--- config.mk ---
export PLATFORM = sky130hd
export DESIGN_NAME = guess_history
export DESIGN_NICKNAME = d
export VERILOG_FILES = /design/src/rtl/host_guess_checker_history.sv
export SDC_FILE = /design/constraint.sdc
export NUM_CORES = 1
export LEC_CHECK = 0
export BUFFER_PORTS_ARGS = -buffer_cell sky130_fd_sc_hd__buf_4
export CAP_MARGIN = 10
export CORE_MARGIN = 1
export CORE_UTILIZATION = 50
export CTS_BUF_LIST = sky130_fd_sc_hd__clkbuf_16
export CTS_CLUSTER_DIAMETER = 40
export DETAILED_ROUTE_END_ITERATION = 10
export MAX_ROUTING_LAYER = met4
export PLACE_DENSITY = 0.75
export SLEW_MARGIN = 25
export SYNTH_ARGS = -nofsm -noshare
export SYNTH_HDL_FRONTEND = slang
export SYNTH_SLANG_ARGS = --single-unit
--- constraint.sdc ---
create_clock -name clk -period 0.8 [get_ports clk]
set_input_delay 0 -clock clk [delete_from_list [all_inputs] [get_ports clk]]
set_output_delay 0 -clock clk [all_outputs]
set_load 0.02 [all_outputs]
--- src/rtl/host_guess_checker_history.sv ---
// Set of letters already guessed in the current game, indexed by letter_idx.
module guess_history (
    input  logic       clk,
    input  logic       rst,
    input  logic       clr,
    input  logic       set_en,
    input  logic [4:0] set_idx,
    input  logic [4:0] lookup_idx,
    output logic       hit
);

    logic [25:0] seen;

    always_ff @(posedge clk) begin
        if (rst || clr) begin
            seen <= '0;
        end else if (set_en && (set_idx < 5'd26)) begin
            seen[set_idx] <= 1'b1;
        end
    end

    assign hit = (lookup_idx < 5'd26) ? seen[lookup_idx] : 1'b0;

endmodule

==> metrics.md, run 1 <==
| Metric | Value |
|---|---|
| Total core area | `2212 um^2` |
| Slew Viols, Final | `0` |
| Fmax | `841.7 MHz` |
| Clk Latency, worst-skew pair | `0.26 ns` |
| Num ports | `15` |
| Period Utilization, post-route | `148.5%` |
| Place WS | `-0.1370 ns` |
| Worst R2R Setup Slack | `0.03 ns` |
| Clock root buffer | `clkbuf_16` |
| Remaining global-route overflow | `0` |
| Routed length per instance | `14.73 um` |
| Synth area leaders | `dfxtp_1 44%, a21oi_1 11%, mux2i_1 10%, nor2_1 10%, buf_6 2.9%` |
| Yosys Warn Count | `0` |
| Cell taking the most area after synthesis | `dfxtp_1` |
| Synthesis-to-finish area growth | `26.94%` |
| Clock Skews | `0 ns` |
| GRT Total Usage | `25.64%` |
| P per Cell Area | `2032 nW/um^2` |
| Capture point of the critical path | `hit` |
| Post-synth cell types | `23` |
| TritonCTS clock tree | `built` |
| Most flop-heavy register | `seen` |
| Initial Util | `53.11%` |
| Vias in the first global route | `1007` |
| VDD IR max | `1.350 mV` |
| Hold Path Class | `in -> reg` |
| Reg2reg start | `seen[16]` |
| Row cnt | `17` |
| Syn Nets | `150` |
| Post-synth EDFFs | `0` |
| Post-synth ARST share | `0%` |
| Final min period | `1.188 ns` |
| Number of synthesized register bits | `26` |
| CP Class | `reg -> out` |
| Ys flop type | `dfxtp_1` |
| Outcome | `finished, violations left` |
| Final Setup Violations | `1` |
| Post-DP HPWL | `1976 um` |
| Max cap viols | `0` |
| Initial antenna violation count | `0` |
| CP startpoint | `seen[7]` |
| Remaining DRCs | `0` |
| Worst r2r dst | `seen[16]` |
| Final setup margin | `-0.3881 ns` |
| Total iterations of the first detailed-routing run | `4` |
| Max reg flops | `26` |
| Max-slew headroom | `68.42%` |
| Vias | `1102` |
| Nets | `180` |
| Largest net degree at the start of global routing | `27` |
| Layout cells sized above 1 | `28.48%` |
| Mapped Area | `1175 um^2` |
| Crit end category | `primary output` |
| Final hold viol count | `0` |
| Top-area cell type share of the netlist area | `44.30%` |
| Hold WS | `0.01148 ns` |
| Startpoint type of the worst setup path | `flop` |
| Die area | `2548 um^2` |
| CTS max path bufs | `2` |
| Vias per cell | `5.710` |
| Die Span Y | `50.48 um` |
| Worst Tran Pin Value | `0.4736 ns` |
| DP Area | `1379 um^2` |
| Most frequent cell after synthesis | `nor2_1` |
| Clk pin slew, worst setup/hold paths | `0.06 ns` |
| TNS Setup | `-0.3881 ns` |
| Seq/Total Area, Yosys | `44.30%` |
| Largest regs | `seen: 26 flops` |
| Crit Path Max Fanout | `2` |
| Final WL | `2842 um` |
| Worst path arrival time | `1.19 ns` |
| Final Instance Area | `1491 um^2` |
| Overall power | `3.030 mW` |
| Synth top cells by count | `32 x nor2_1, 26 x a21oi_1, 26 x dfxtp_1, 12 x mux2i_1, 5 x nand2_1` |
| RSZ-0062 raised after global routing | `true` |
| WP data required | `0.80 ns` |
| First-pass GRT wire length | `4636 um` |
| Routability Congestion | `0.8419` |
| Violated checks | `negative setup slack` |
| Hold Buf Count CTS | `0` |
| Post-route ant nets | `0` |
| N_diodes | `0` |
| CTS buffer count | `3` |
| DR iter-0 viols | `34` |
| CTS sink count | `26` |
| Buffers on Ports | `14` |
| Synth Instances | `136` |
| H-tree depth | `1` |
| Leak pwr | `0.6253 nW` |
| Cells on worst reg2reg path | `3` |
| Mean Syn Cell Area | `8.639 um^2` |
| Die width | `50.48 um` |
worst min path at each step:
stage	from	end	slack [ns]	depth (start not counted)
after global routing	set_idx[1]	seen[23]	0.02	3
after floorplan	set_idx[4]	seen[19]	0.15	2
after detailed placement	set_idx[1]	seen[23]	0.28	3
final	set_idx[1]	seen[23]	0.01	3
after CTS	set_idx[1]	seen[23]	0.01	3
after global placement	set_idx[1]	seen[23]	0.28	3
through the flow:
step	instances	utilization (%)
floorplan	136	-
global placement	189	62.33
detailed placement	189	62.33
CTS	193	67.36
global route	193	67.42
finish	193	67.42
final cells by class:
class / count / area, um^2
clock buffer: 3 / 75.07
clock inverter: 1 / 30.03
fill: 188 / 720.7
multi-input combinational: 105 / 595.6
sequential: 26 / 530.5
tap: 28 / 35.03
timing repair buffer: 30 / 225.2
layout by cell type, fill, tap and decap left out:
| cell | count |
|---|---|
| a31oi_1 | 2 |
| a22oi_1 | 3 |
| nor2_1 | 32 |
| buf_4 | 30 |
| a21oi_1 | 26 |
| nand2_1 | 5 |
| nor3_1 | 2 |
| and2_1 | 1 |
| mux2_2 | 1 |
| or2_2 | 1 |
| bufinv_16 | 1 |
| nor3b_1 | 1 |
| dfxtp_2 | 8 |
| clkbuf_16 | 3 |
| nor2b_1 | 4 |
| and3b_2 | 3 |
| nand3_1 | 3 |
| a211oi_1 | 1 |
| nand4_1 | 2 |
| nand2b_1 | 3 |
| dfxtp_1 | 18 |
| mux2i_1 | 12 |
| and3_1 | 2 |
| and4_1 | 1 |
power breakdown:
| part | switching (mW) | leakage, nW | internal (mW) |
|---|---|---|---|
| Clock | 0.440 | 0.0511 | 0.995 |
| Sequential | 0.00341 | 0.214 | 1.30 |
| Combinational | 0.154 | 0.361 | 0.138 |
| Total | 0.597 | 0.625 | 2.43 |
critical path, cell delays in order, from the launching register on:
cell and delay [ns]:
dfxtp_2 0.32, mux2i_1 0.16, a22oi_1 0.11, nand3_1 0.10, nand4_1 0.08, buf_4 0.17
kinds of logic (layout without fill, tap and decap cells):
group                  count (synthesis)  after routing  share of synthesized area (%)
flip-flops                            26             26                          44.30
buffers and inverters                  5             34                          5.005
AND/OR/NAND/NOR                       60             60                          24.81
multiplexers                          13             13                          11.18
AO/OA/AOI/OAI                         32             32                          14.70
repair_timing:
item                                    in CTS  in global routing
setup buffers                                0                  0
endpoints found under the setup margin       1                  1
pin swaps                                    5                  2
hold endpoints to repair                     0                  0
cloned                                       0                  0
gates resized for setup                      5                  1
per-layer routing:
layer / wire length (um) / up-vias / track usage (%)
li1: - / 536 / -
met3: 196 / 5 / 5.152
met4: 37 / 0 / 8.796
met2: 1322 / 41 / 41.56
met1: 1286 / 520 / 31.76
met5: 0 / - / -
Power figures use the tool's default switching activity.
==> run 2, diff against run 1 <==
--- a/config.mk
+++ b/config.mk
@@ -8,13 +8,13 @@
 export BUFFER_PORTS_ARGS = -buffer_cell sky130_fd_sc_hd__buf_4
 export CAP_MARGIN = 10
 export CORE_MARGIN = 1
-export CORE_UTILIZATION = 50
+export CORE_UTILIZATION = 25
 export CTS_BUF_LIST = sky130_fd_sc_hd__clkbuf_16
 export CTS_CLUSTER_DIAMETER = 40
 export DETAILED_ROUTE_END_ITERATION = 10
 export MAX_ROUTING_LAYER = met4
-export PLACE_DENSITY = 0.75
-export SLEW_MARGIN = 25
+export PLACE_DENSITY = 0.44
+export SLEW_MARGIN = 15
 export SYNTH_ARGS = -nofsm -noshare
 export SYNTH_HDL_FRONTEND = slang
 export SYNTH_SLANG_ARGS = --single-unit
==> run 2 against run 1 <==
Effect of this change:
- the flow finishes with violations (design-rule violations, negative setup slack)
- sequential cell count unchanged
- core utilization decreased by 32 points
- via count decreased by 5.0%
- wire length increased by 1.4%
- total power increased by 1.4%
- worst hold slack improved by 0.0067 ns
- die area increased by 95%
- critical endpoint unchanged
- largest power group unchanged
==> metrics.md, run 2 (same netlist as run 1, synthesis figures left out) <==
| Metric | Value |
|---|---|
| N_diodes | `0` |
| WP data required | `0.80 ns` |
| Final min period | `1.210 ns` |
| Max-slew headroom | `79.09%` |
| Final hold viol count | `0` |
| Period Utilization, post-route | `151.2%` |
| VDD IR max | `0.7584 mV` |
| Leak pwr | `0.6589 nW` |
| Clock power share | `47.3%` |
| Sequential standard cell area | `526.8 um^2` |
| Commonest non-fill, non-tap cells in the layout | `35 x buf_4, 32 x nor2_1, 26 x a21oi_1` |
| Crit Path Max Fanout | `2` |
| Remaining DRCs | `2` |
| Routed length per instance | `12.92 um` |
| P per Cell Area | `1950 nW/um^2` |
| Total iterations of the first detailed-routing run | `7` |
| Routability Congestion | `0.8356` |
| Largest net degree at the start of global routing | `27` |
| Max cap viols | `0` |
| Psw | `616.6 uW` |
| Power Internal | `2.456 mW` |
| Most flop-heavy register | `seen` |
| Final Setup Violations | `1` |
| Die area | `4977 um^2` |
| Combinational power share | `10.3%` |
| Worst path arrival time | `1.21 ns` |
| Hold WS | `0.01817 ns` |
| Fmax | `826.5 MHz` |
| Final setup margin | `-0.4100 ns` |
| Post-DP HPWL | `2189 um` |
| CTS sink count | `26` |
| Post-CTS setup buffer count | `0` |
| Hold Path Class | `in -> reg` |
| CP Class | `reg -> out` |
| Multi-input logic area | `595.6 um^2` |
| Slew Viols, Final | `0` |
| Hold Buf Count CTS | `0` |
| GRT Total Usage | `13.15%` |
| Largest regs | `seen: 26 flops` |
| Initial antenna violation count | `0` |
| Worst Tran Pin Value | `0.3125 ns` |
| Fillers | `461` |
| CTS buffer count | `3` |
| TritonCTS clock tree | `built` |
| Vias in the first global route | `1116` |
| First-pass GRT wire length | `4968 um` |
| Buffers on Ports | `14` |
| Share of total power in sequential cells | `42.4%` |
| Layout cells sized above 1 | `29.24%` |
| Clock Skews | `0 ns` |
| Post-route ant nets | `0` |
| CTS max path bufs | `2` |
| DR iter-0 viols | `55` |
| Clk pin slew, worst setup/hold paths | `0.06 ns` |
| Startpoint type of the worst setup path | `flop` |
| Remaining global-route overflow | `0` |
| Initial Util | `26.44%` |
| Final Instance Area | `1575 um^2` |
| Num ports | `15` |
| Die width | `70.55 um` |
| Nets | `186` |
| Vias | `1047` |
| Vias per cell | `4.695` |
| Max reg flops | `26` |
| Synthesis-to-finish area growth | `34.08%` |
| Clk Latency, worst-skew pair | `0.26 ns` |
| RSZ-0062 raised after global routing | `true` |
| Violated checks | `design-rule violations, negative setup slack` |
| Sw Share | `20.07%` |
| Row cnt | `24` |
| Clock root buffer | `clkbuf_16` |
| DP Area | `1466 um^2` |
| H-tree depth | `1` |
| Final WL | `2882 um` |
| Outcome | `finished, violations left` |
| Crit end category | `primary output` |
| Commonest non-fill, non-tap cell in the layout | `buf_4` |
| Die Span Y | `70.55 um` |
| Total core area | `4444 um^2` |
run 2: changes by cell type in the layout (fill, tap and decap cells not counted):
cell,previous run,this run
buf_4,30,35
dfxtp_1,18,21
dfxtp_2,8,5
buf_12,0,1
run 2: worst paths after layout:
kind                                 start  slack, ns  depth (start not counted)  endpoint
worst min register to register     seen[4]       0.46                          2   seen[4]
worst min-delay path            set_idx[1]       0.02                          3  seen[23]
worst max register to register    seen[24]       0.09                          3  seen[24]
worst max-delay path              seen[19]      -0.41                          5       hit
run 2: metrics by stage:
step / setup TNS, ns / setup WS (ns) / std cells / util [%] / total power [mW]
5_1_grt: -0.4874 / -0.4874 / 223 / 35.44 / 3.163
6_report: -0.4100 / -0.4100 / 223 / 35.44 / 3.072
2_1_floorplan: -0.04170 / -0.04170 / 136 / - / 1.497
3_3_place_gp: -0.7963 / -0.1629 / 219 / 33.00 / 1.648
3_5_place_dp: -1.019 / -0.1612 / 219 / 33.00 / 1.650
4_1_cts: -0.4184 / -0.4184 / 223 / 35.44 / 3.095
run 2: area by class of cell:
| type | instances | share of cell area, % |
|---|---|---|
| multi-input combinational | 105 | 37.81 |
| sequential | 26 | 33.44 |
| timing repair buffer | 36 | 17.95 |
| clock buffer | 3 | 4.766 |
| tap | 52 | 4.130 |
| clock inverter | 1 | 1.906 |
run 2: routing by layer:
| layer | vias to the layer above | global-route usage, % | wire length, um |
|---|---|---|---|
| li1 | 548 | - | - |
| met1 | 479 | 16.21 | 1417 |
| met2 | 15 | 20.93 | 1297 |
| met3 | 5 | 2.137 | 99 |
| met4 | 0 | 6.667 | 68 |
| met5 | - | - | 0 |
run 2: power by group through the flow:
stage | logic (mW) | clock network (mW) | registers, mW
after detailed placement | 0.318 | 0 | 1.33
after global routing | 0.349 | 1.51 | 1.30
after CTS | 0.319 | 1.47 | 1.30
after floorplan | 0.166 | 0 | 1.33
final | 0.318 | 1.45 | 1.30
after global placement | 0.315 | 0 | 1.33
run 2: timing repair:
| action | in CTS | in global routing |
|---|---|---|
| setup endpoints to repair | 1 | 1 |
| pin swaps | 3 | 0 |
| resized for setup | 3 | 0 |
run 2: worst max-delay path: stages (launching register included):
cell,delay (ns)
dfxtp_2,0.33
mux2i_1,0.08
a22oi_1,0.19
nand3_1,0.10
nand4_1,0.10
buf_4,0.14
